## src/rtl/fetch_sequencer_if.sv

```systemverilog
// Fetch front-end bus: PC register write/read, instruction memory, decode and branch ports.
interface fetch_sequencer_if #(
  parameter int unsigned ADDR_W = 8
);
  logic [ADDR_W-1:0] pc_cur;
  logic [ADDR_W-1:0] pc_next;
  logic              pc_we;
  logic              imem_req;
  logic [ADDR_W-1:0] imem_addr;
  logic              imem_ack;
  logic [7:0]        imem_rdata;
  logic              instr_valid;
  logic [7:0]        instr_op;
  logic [7:0]        instr_arg;
  logic              instr_long;
  logic              instr_ready;
  logic              branch_valid;
  logic [ADDR_W-1:0] branch_target;

  modport master (
    input  pc_cur, imem_ack, imem_rdata, instr_ready, branch_valid, branch_target,
    output pc_next, pc_we, imem_req, imem_addr, instr_valid, instr_op, instr_arg, instr_long
  );

  modport slave (
    output pc_cur, imem_ack, imem_rdata, instr_ready, branch_valid, branch_target,
    input  pc_next, pc_we, imem_req, imem_addr, instr_valid, instr_op, instr_arg, instr_long
  );
endinterface

```

## src/rtl/fetch_sequencer.sv

```systemverilog
// Fetch front end: fetches one- or two-byte instructions, holds them for decode,
// and redirects on branches, discarding in-flight or held instructions.
module fetch_sequencer #(
  parameter int unsigned ADDR_W     = 8,
  parameter logic [7:0]  LONG_MASK  = 8'hF0,
  parameter logic [7:0]  LONG_MATCH = 8'hD0
) (
  input  logic               clk,
  input  logic               reset,
  fetch_sequencer_if.master  bus
);

  typedef enum logic [1:0] {START, REQ_OP, REQ_ARG, DELIVER} state_e;

  state_e            state_q, state_d;
  logic              flush_pend_q, flush_pend_d;
  logic [ADDR_W-1:0] tgt_pend_q, tgt_pend_d;
  logic [7:0]        op_q, op_d;
  logic [7:0]        arg_q, arg_d;
  logic              long_q, long_d;

  logic              pc_we_c;
  logic [ADDR_W-1:0] pc_next_c;
  logic              in_req_c;
  logic              is_long_c;

  assign in_req_c  = (state_q == REQ_OP) || (state_q == REQ_ARG);
  assign is_long_c = (bus.imem_rdata & LONG_MASK) == LONG_MATCH;

  // Next-state, capture and PC-write decode
  always_comb begin
    state_d      = state_q;
    flush_pend_d = flush_pend_q;
    tgt_pend_d   = tgt_pend_q;
    op_d         = op_q;
    arg_d        = arg_q;
    long_d       = long_q;
    pc_we_c      = 1'b0;
    pc_next_c    = bus.pc_cur + ADDR_W'(1);

    case (state_q)
      START: begin
        state_d = REQ_OP;
        if (bus.branch_valid) begin
          pc_we_c   = 1'b1;
          pc_next_c = bus.branch_target;
        end
      end

      REQ_OP, REQ_ARG: begin
        if (bus.imem_ack) begin
          pc_we_c      = 1'b1;
          flush_pend_d = 1'b0;
          if (bus.branch_valid) begin
            pc_next_c = bus.branch_target;
            state_d   = REQ_OP;
          end else if (flush_pend_q) begin
            pc_next_c = tgt_pend_q;
            state_d   = REQ_OP;
          end else if (state_q == REQ_OP) begin
            op_d    = bus.imem_rdata;
            arg_d   = 8'h00;
            long_d  = 1'b0;
            state_d = is_long_c ? REQ_ARG : DELIVER;
          end else begin
            arg_d   = bus.imem_rdata;
            long_d  = 1'b1;
            state_d = DELIVER;
          end
        end else if (bus.branch_valid) begin
          // Request must complete at the old address; remember where to go afterwards
          flush_pend_d = 1'b1;
          tgt_pend_d   = bus.branch_target;
        end
      end

      DELIVER: begin
        if (bus.branch_valid) begin
          pc_we_c   = 1'b1;
          pc_next_c = bus.branch_target;
          state_d   = REQ_OP;
        end else if (bus.instr_ready) begin
          state_d = REQ_OP;
        end
      end

      default: state_d = START;
    endcase
  end

  always_ff @(posedge clk or negedge reset) begin
    if (!reset) begin
      state_q      <= START;
      flush_pend_q <= 1'b0;
      tgt_pend_q   <= '0;
      op_q         <= 8'h00;
      arg_q        <= 8'h00;
      long_q       <= 1'b0;
    end else begin
      state_q      <= state_d;
      flush_pend_q <= flush_pend_d;
      tgt_pend_q   <= tgt_pend_d;
      op_q         <= op_d;
      arg_q        <= arg_d;
      long_q       <= long_d;
    end
  end

  assign bus.pc_we       = pc_we_c;
  assign bus.pc_next     = pc_next_c;
  assign bus.imem_req    = in_req_c;
  assign bus.imem_addr   = bus.pc_cur;
  assign bus.instr_valid = (state_q == DELIVER);
  assign bus.instr_op    = op_q;
  assign bus.instr_arg   = arg_q;
  assign bus.instr_long  = long_q;

endmodule

```

## src/flat_wrapper.sv

```systemverilog
// flat-port wrapper written by rule: the top's interface ports become plain ports
module fetch_sequencer_flat 
#(
  parameter int unsigned ADDR_W     = 8,
  parameter logic [7:0]  LONG_MASK  = 8'hF0,
  parameter logic [7:0]  LONG_MATCH = 8'hD0
)
  (clk, reset, bus_pc_cur, bus_imem_ack, bus_imem_rdata, bus_instr_ready, bus_branch_valid, bus_branch_target, bus_pc_next, bus_pc_we, bus_imem_req, bus_imem_addr, bus_instr_valid, bus_instr_op, bus_instr_arg, bus_instr_long);
  fetch_sequencer_if #(.ADDR_W(ADDR_W)) bus_i ();
  input  logic clk;
  input  logic reset;
  input wire logic [$bits(bus_i.pc_cur)-1:0] bus_pc_cur;
  input wire logic [$bits(bus_i.imem_ack)-1:0] bus_imem_ack;
  input wire logic [$bits(bus_i.imem_rdata)-1:0] bus_imem_rdata;
  input wire logic [$bits(bus_i.instr_ready)-1:0] bus_instr_ready;
  input wire logic [$bits(bus_i.branch_valid)-1:0] bus_branch_valid;
  input wire logic [$bits(bus_i.branch_target)-1:0] bus_branch_target;
  output wire logic [$bits(bus_i.pc_next)-1:0] bus_pc_next;
  output wire logic [$bits(bus_i.pc_we)-1:0] bus_pc_we;
  output wire logic [$bits(bus_i.imem_req)-1:0] bus_imem_req;
  output wire logic [$bits(bus_i.imem_addr)-1:0] bus_imem_addr;
  output wire logic [$bits(bus_i.instr_valid)-1:0] bus_instr_valid;
  output wire logic [$bits(bus_i.instr_op)-1:0] bus_instr_op;
  output wire logic [$bits(bus_i.instr_arg)-1:0] bus_instr_arg;
  output wire logic [$bits(bus_i.instr_long)-1:0] bus_instr_long;
  assign bus_i.pc_cur = bus_pc_cur;
  assign bus_i.imem_ack = bus_imem_ack;
  assign bus_i.imem_rdata = bus_imem_rdata;
  assign bus_i.instr_ready = bus_instr_ready;
  assign bus_i.branch_valid = bus_branch_valid;
  assign bus_i.branch_target = bus_branch_target;
  assign bus_pc_next = bus_i.pc_next;
  assign bus_pc_we = bus_i.pc_we;
  assign bus_imem_req = bus_i.imem_req;
  assign bus_imem_addr = bus_i.imem_addr;
  assign bus_instr_valid = bus_i.instr_valid;
  assign bus_instr_op = bus_i.instr_op;
  assign bus_instr_arg = bus_i.instr_arg;
  assign bus_instr_long = bus_i.instr_long;
  fetch_sequencer #(.ADDR_W(ADDR_W), .LONG_MASK(LONG_MASK), .LONG_MATCH(LONG_MATCH)) u_core (.clk(clk), .reset(reset), .bus(bus_i));
endmodule
```

## config.mk

```make
export PLATFORM = sky130hd
export DESIGN_NAME = fetch_sequencer_flat
export DESIGN_NICKNAME = d
export VERILOG_FILES = /design/src/rtl/fetch_sequencer_if.sv /design/src/rtl/fetch_sequencer.sv /design/src/flat_wrapper.sv
export SDC_FILE = /design/constraint.sdc
export NUM_CORES = 1
export LEC_CHECK = 0
export CAP_MARGIN = 10
export CORE_MARGIN = 3
export CORE_UTILIZATION = 43
export CTS_CLUSTER_DIAMETER = 30
export DETAILED_ROUTE_END_ITERATION = 12
export MAX_ROUTING_LAYER = met4
export PLACE_DENSITY = 0.87
export SYNTH_ARGS = -nofsm -noshare
export SYNTH_HDL_FRONTEND = slang
export SYNTH_SLANG_ARGS = --single-unit
```

## constraint.sdc

```tcl
create_clock -name clk -period 2.8 [get_ports clk]
set_input_delay 0.84 -clock clk [delete_from_list [all_inputs] [get_ports clk]]
set_output_delay 0.84 -clock clk [all_outputs]
set_load 0.01 [all_outputs]
```

# --- Word-level counts from Yosys, hierarchy flattened ---
# Index checks and enable logic that the tools add are counted.
totals:
  elab_cells: 46
  out_inout_bits: 36
  regBits: 28
op_classes:
  n_reduce_logical: 10
  bitwise_logic: 3
  eq_ne: 6
  n_addsub: 1
  muxes: 20
op_table:
  columns: ["op", "n"]
  rows:
  - ["$mux W8", 5]
  - ["$pmux W8 S2", 1]
  - ["$mux W2", 6]
  - ["$add A8 B1 Y8 const B", 1]
  - ["$mux W1", 6]
  - ["$pmux W2 S3", 1]
  - ["$reduce_and A5 Y1", 1]
  - ["$eq A2 B2 Y1 const B", 2]
  - ["$eq A4 B4 Y1 const B", 1]
  - ["$reduce_and A2 Y1", 2]
  - ["$reduce_and A4 Y1", 1]
  - ["$reduce_or A2 Y1", 2]
  - ["$ne A3 B3 Y1 const B", 1]
  - ["$not A1 Y1", 3]
  - ["$reduce_and A3 Y1", 1]
  - ["$eq A2 B1 Y1 const B", 1]
  - ["$logic_not A2 Y1", 1]
  - ["$ne A2 B2 Y1 const B", 1]
  - ["$pmux W1 S2", 1]
  - ["$reduce_bool A2 Y1", 1]
  - ["$logic_or A1 B1 Y1", 1]

# --- Depth between registers and ports, before layout ---
depth:
  word_depth: 7
  mapped_depth: 8

# --- Least setup slack after synthesis ---
# Ideal clock, no wire load.
synth_timing:
  path_kind: "input-to-output"
  from: "input port bus_branch_valid"
  to: "output port bus_pc_next[1]"
  path_buffers: 2
  slack_ps: 278
  t_arrival_ps: 1682
  required_time_ps: 1960
  stages: 5
  path_cell_list: "buf_4 -> buf_2 -> o22ai_1 -> a222oi_1 -> inv_1"
synth_between:
  elab_chain_cells: 3
  word_cells_on_any_way: 4
  classes_between: "mux (4)"
synth_lines:
  columns: ["item", "line_no", "text"]
  rows:
  - ["start, declared", "flat_wrapper.sv:16", "input wire logic [$bits(bus_i.branch_valid)-1:0] bus_branch_valid;"]
  - ["$mux W8", "fetch_sequencer.sv:54", "if (bus.branch_valid) begin"]
  - ["$mux W8", "fetch_sequencer.sv:51", "if (bus.imem_ack) begin"]
  - ["$pmux W8 S2 (*)", "fetch_sequencer.sv:41", "case (state_q)"]
  - ["end, declared", "flat_wrapper.sv:18", "output wire logic [$bits(bus_i.pc_next)-1:0] bus_pc_next;"]
# Mark *: on every way between the ends. The rest lies on a longest branch, timed or not.

# --- Final worst setup path ---
layout_timing:
  from: "input port bus_branch_target[1]"
  to: "output port bus_pc_next[1]"
layout_between:
  elab_chain_cells: 3
  word_cells_on_any_way: 4
  classes_between: "mux (4)"
layout_lines:
  columns: ["item", "line_no", "text"]
  rows:
  - ["start, declared", "flat_wrapper.sv:17", "input wire logic [$bits(bus_i.branch_target)-1:0] bus_branch_target;"]
  - ["$mux W8", "fetch_sequencer.sv:54", null]
  - ["$mux W8", "fetch_sequencer.sv:51", null]
  - ["$pmux W8 S2 (*)", "fetch_sequencer.sv:41", null]
# Marked as above.

==> impl_metrics.ini <==
[global_routing]
grt_pass1_wl_um = 6780
gr-usage-all-layers_pct = 20.1
overflow = 0
antenna_found_initial = 0
grt_max_degree = 29
grt_pass1_vias = 1417

[critical_path]
rr_worst_depth = 8
rr_startpoint = u_core.state_q[1]$_DFFE_PN0P_
slowest_delay_ps = 440
arrival_ps = 1960
crit_type = input pin to primary output
r2r_slack_ps = 730
crit_fanout = 3
critPathRequiredTime_ps = 1960
end_kind = primary output
crit_path_cell_trace = clkdlybuf4s50_1 -> a22o_1 -> a222oi_1 -> inv_1 -> buf_6
slowest_stage = clkdlybuf4s50_1
critPathLaunch = bus_branch_target[1]
startpoint_type = input pin
reg2reg_to = u_core.bus.instr_arg[6]$_DFFE_PN0N_

[clock_tree]
holdBufCountCts = 0
worstSkewPairLatency_ps = 270
cts_root_buffer = clkbuf_8
cts_tree = done
clk_path_buf_depth = 2
htree_levels = 1
cts_sinks = 28
clk_transition_reported_paths_ps = 90
cts_buffers = 3

[flow_run]
maxCapViolations = 0

[min_path]
hold_path.class = flop to flop
min_path_cells = 2
holdPathEnd = u_core.bus.instr_arg[4]$_DFFE_PN0N_
worstHoldStart = u_core.bus.instr_arg[4]$_DFFE_PN0N_

[placed_design]
port_buffers = 64
place.gp.congestion = 0.798
place_hpwl_um = 3270

[synthesis]
synth-seq-cells = 28
ys_warn_count = 0
ys_top_cells_by_area = dfrtp_1, mux2_2, buf_4
synth_area_leader_cell = dfrtp_1
synthesis.area_um2 = 1630
synth_edf_count = 0
synth_top_area_share_pct = 43.0
synth_seq_area_share_pct = 43.0
synth_ff_type = dfrtp_1
synth.avg_cell_area_um2 = 10.5
syn_nets = 187
ys_types = 39
netlist_instances = 155
async_flop_share_pct = 100

[sta]
hold_viol = 0
relSlewSlack_pct = 64.6
setup_tns_ps = 0
fmax_ghz = 0.358
slew_violations = 0
grt_setup_unrepaired = yes
tightest_slew_ps = 530
skew_ps = 5.69
min_period_ps = 2800
setup-violations-final = 0
min_period_over_period_pct = 99.9

[floorplan]
io_pins = 65
core_um2 = 3490
initial_utilization_pct = 46.7
dieArea_um2 = 4570
die_x_um = 67.6
dieHeight_um = 67.6
rows = 21

[drt]
routed.top_layer = met4
wl_met3_um = 144
num_vias = 1430
first_iter_violations = 67
wirelength_met1_um = 1820
wirelength_um = 4280
wire_per_inst_um = 15.5
detail-route-antenna-nets = 0
routed-wl-met2_um = 2250
first_pass_iters = 4
drc = 0
vias_per_cell = 5.20

[pwr]
vdd_drop_max_uv = 589
power_density_nw_per_um2 = 938
leakagePower_nw = 1.02
finalPower_mw = 2.27

[finish]
multi_input_area_um2 = 825
n_antenna_cell = 0
seq_area_um2 = 701
final_cell_mix = clkdlybuf4s50_1, dfrtp_1, buf_4
drive_gt1_share_pct = 28.4
area_growth_pct = 48.2
final_common_cell = clkdlybuf4s50_1
fillers = 272
final_nets = 263

[status]
status = completed
==> worst max-delay path: cells and delay by family <==
kind	cells	cell delay (ps)
buffers and inverters	3	660
AOI/OAI and AO/OA	2	450
==> cell type report <==
class / instances / share of cell area [%]
inverter: 3 / 0.466
clock buffer: 3 / 1.71
tap: 46 / 2.38
multi-input combinational: 107 / 34.1
sequential: 28 / 29.0
timing repair buffer: 88 / 32.3
==> worst max-delay path by stage <==
stage	slack, ps	end
6_report	4	bus_pc_next[1]
5_1_grt	-70	bus_pc_next[1]
4_1_cts	-20	bus_pc_next[3]
3_5_place_dp	-700	bus_pc_next[4]
3_3_place_gp	-640	bus_pc_next[7]
2_1_floorplan	280	bus_pc_next[1]
==> power by group <==
| part | total, mW | switching [mW] | internal, mW |
|---|---|---|---|
| clock | 0.211 | 0.115 | 0.0965 |
| combinational | 1.35 | 0.580 | 0.766 |
| sequential | 0.709 | 0.108 | 0.601 |
==> state kept, by name, summed over array words and instances (netlist names) <==
register	count
u_core.bus.instr_arg	8
u_core.bus.instr_long	1
u_core.bus.instr_op	8
u_core.flush_pend_q	1
u_core.state_q	2
u_core.tgt_pend_q	8
==> what timing repair did <==
item                       CTS  global route
pin swaps                    7             2
buffers inserted             2             0
resized for setup           52             6
cloned                       0             0
setup endpoints to repair   13             7
==> per-stage QoR <==
step	instance area, µm²	hold slack, ps	worst slack (ps)	cells	util, %
global route	2420	515	-74.4	275	69.1
finish	2420	489	3.93	275	69.1
CTS	2410	495	-15.6	275	68.9
floorplan	1630	473	278	155	-
global placement	2370	466	-637	270	67.8
detailed placement	2370	475	-702	270	67.8
==> logic make-up (layout without fill, tap and decap cells) <==
logic type | count (synthesis) | after routing | share of synthesized area (%)
AOI/OAI and AO/OA | 34 | 34 | 14.6
xor gates and xnor gates | 6 | 6 | 3.22
adders and majority gates | 3 | 3 | 2.30
buffers and inverters | 20 | 94 | 8.29
DFF | 28 | 28 | 43.0
muxes | 16 | 16 | 11.1
and+or+nand+nor | 48 | 48 | 17.6
==> Yosys cell counts, drive strengths merged, types with 2 or more instances <==
cell	count
nor2	3
a22oi	2
o21ai	13
nor3b	2
o22ai	2
a22o	4
mux2	16
clkbuf	2
o211ai	6
a221o	2
a21oi	2
nand3	7
inv	3
ha	3
xor2	5
nand2b	11
nand2	16
buf	15
dfrtp	28
==> metal layers <==
| layer | vias to the layer above | GRT usage (%) |
|---|---|---|
| met5 | - | - |
| met4 | 0 | 4.56 |
| met3 | 6 | 3.83 |
| met2 | 32 | 33.7 |
| met1 | 699 | 25.2 |
| li1 | 693 | - |
No activity file was read; power rests on OpenSTA's default activity.
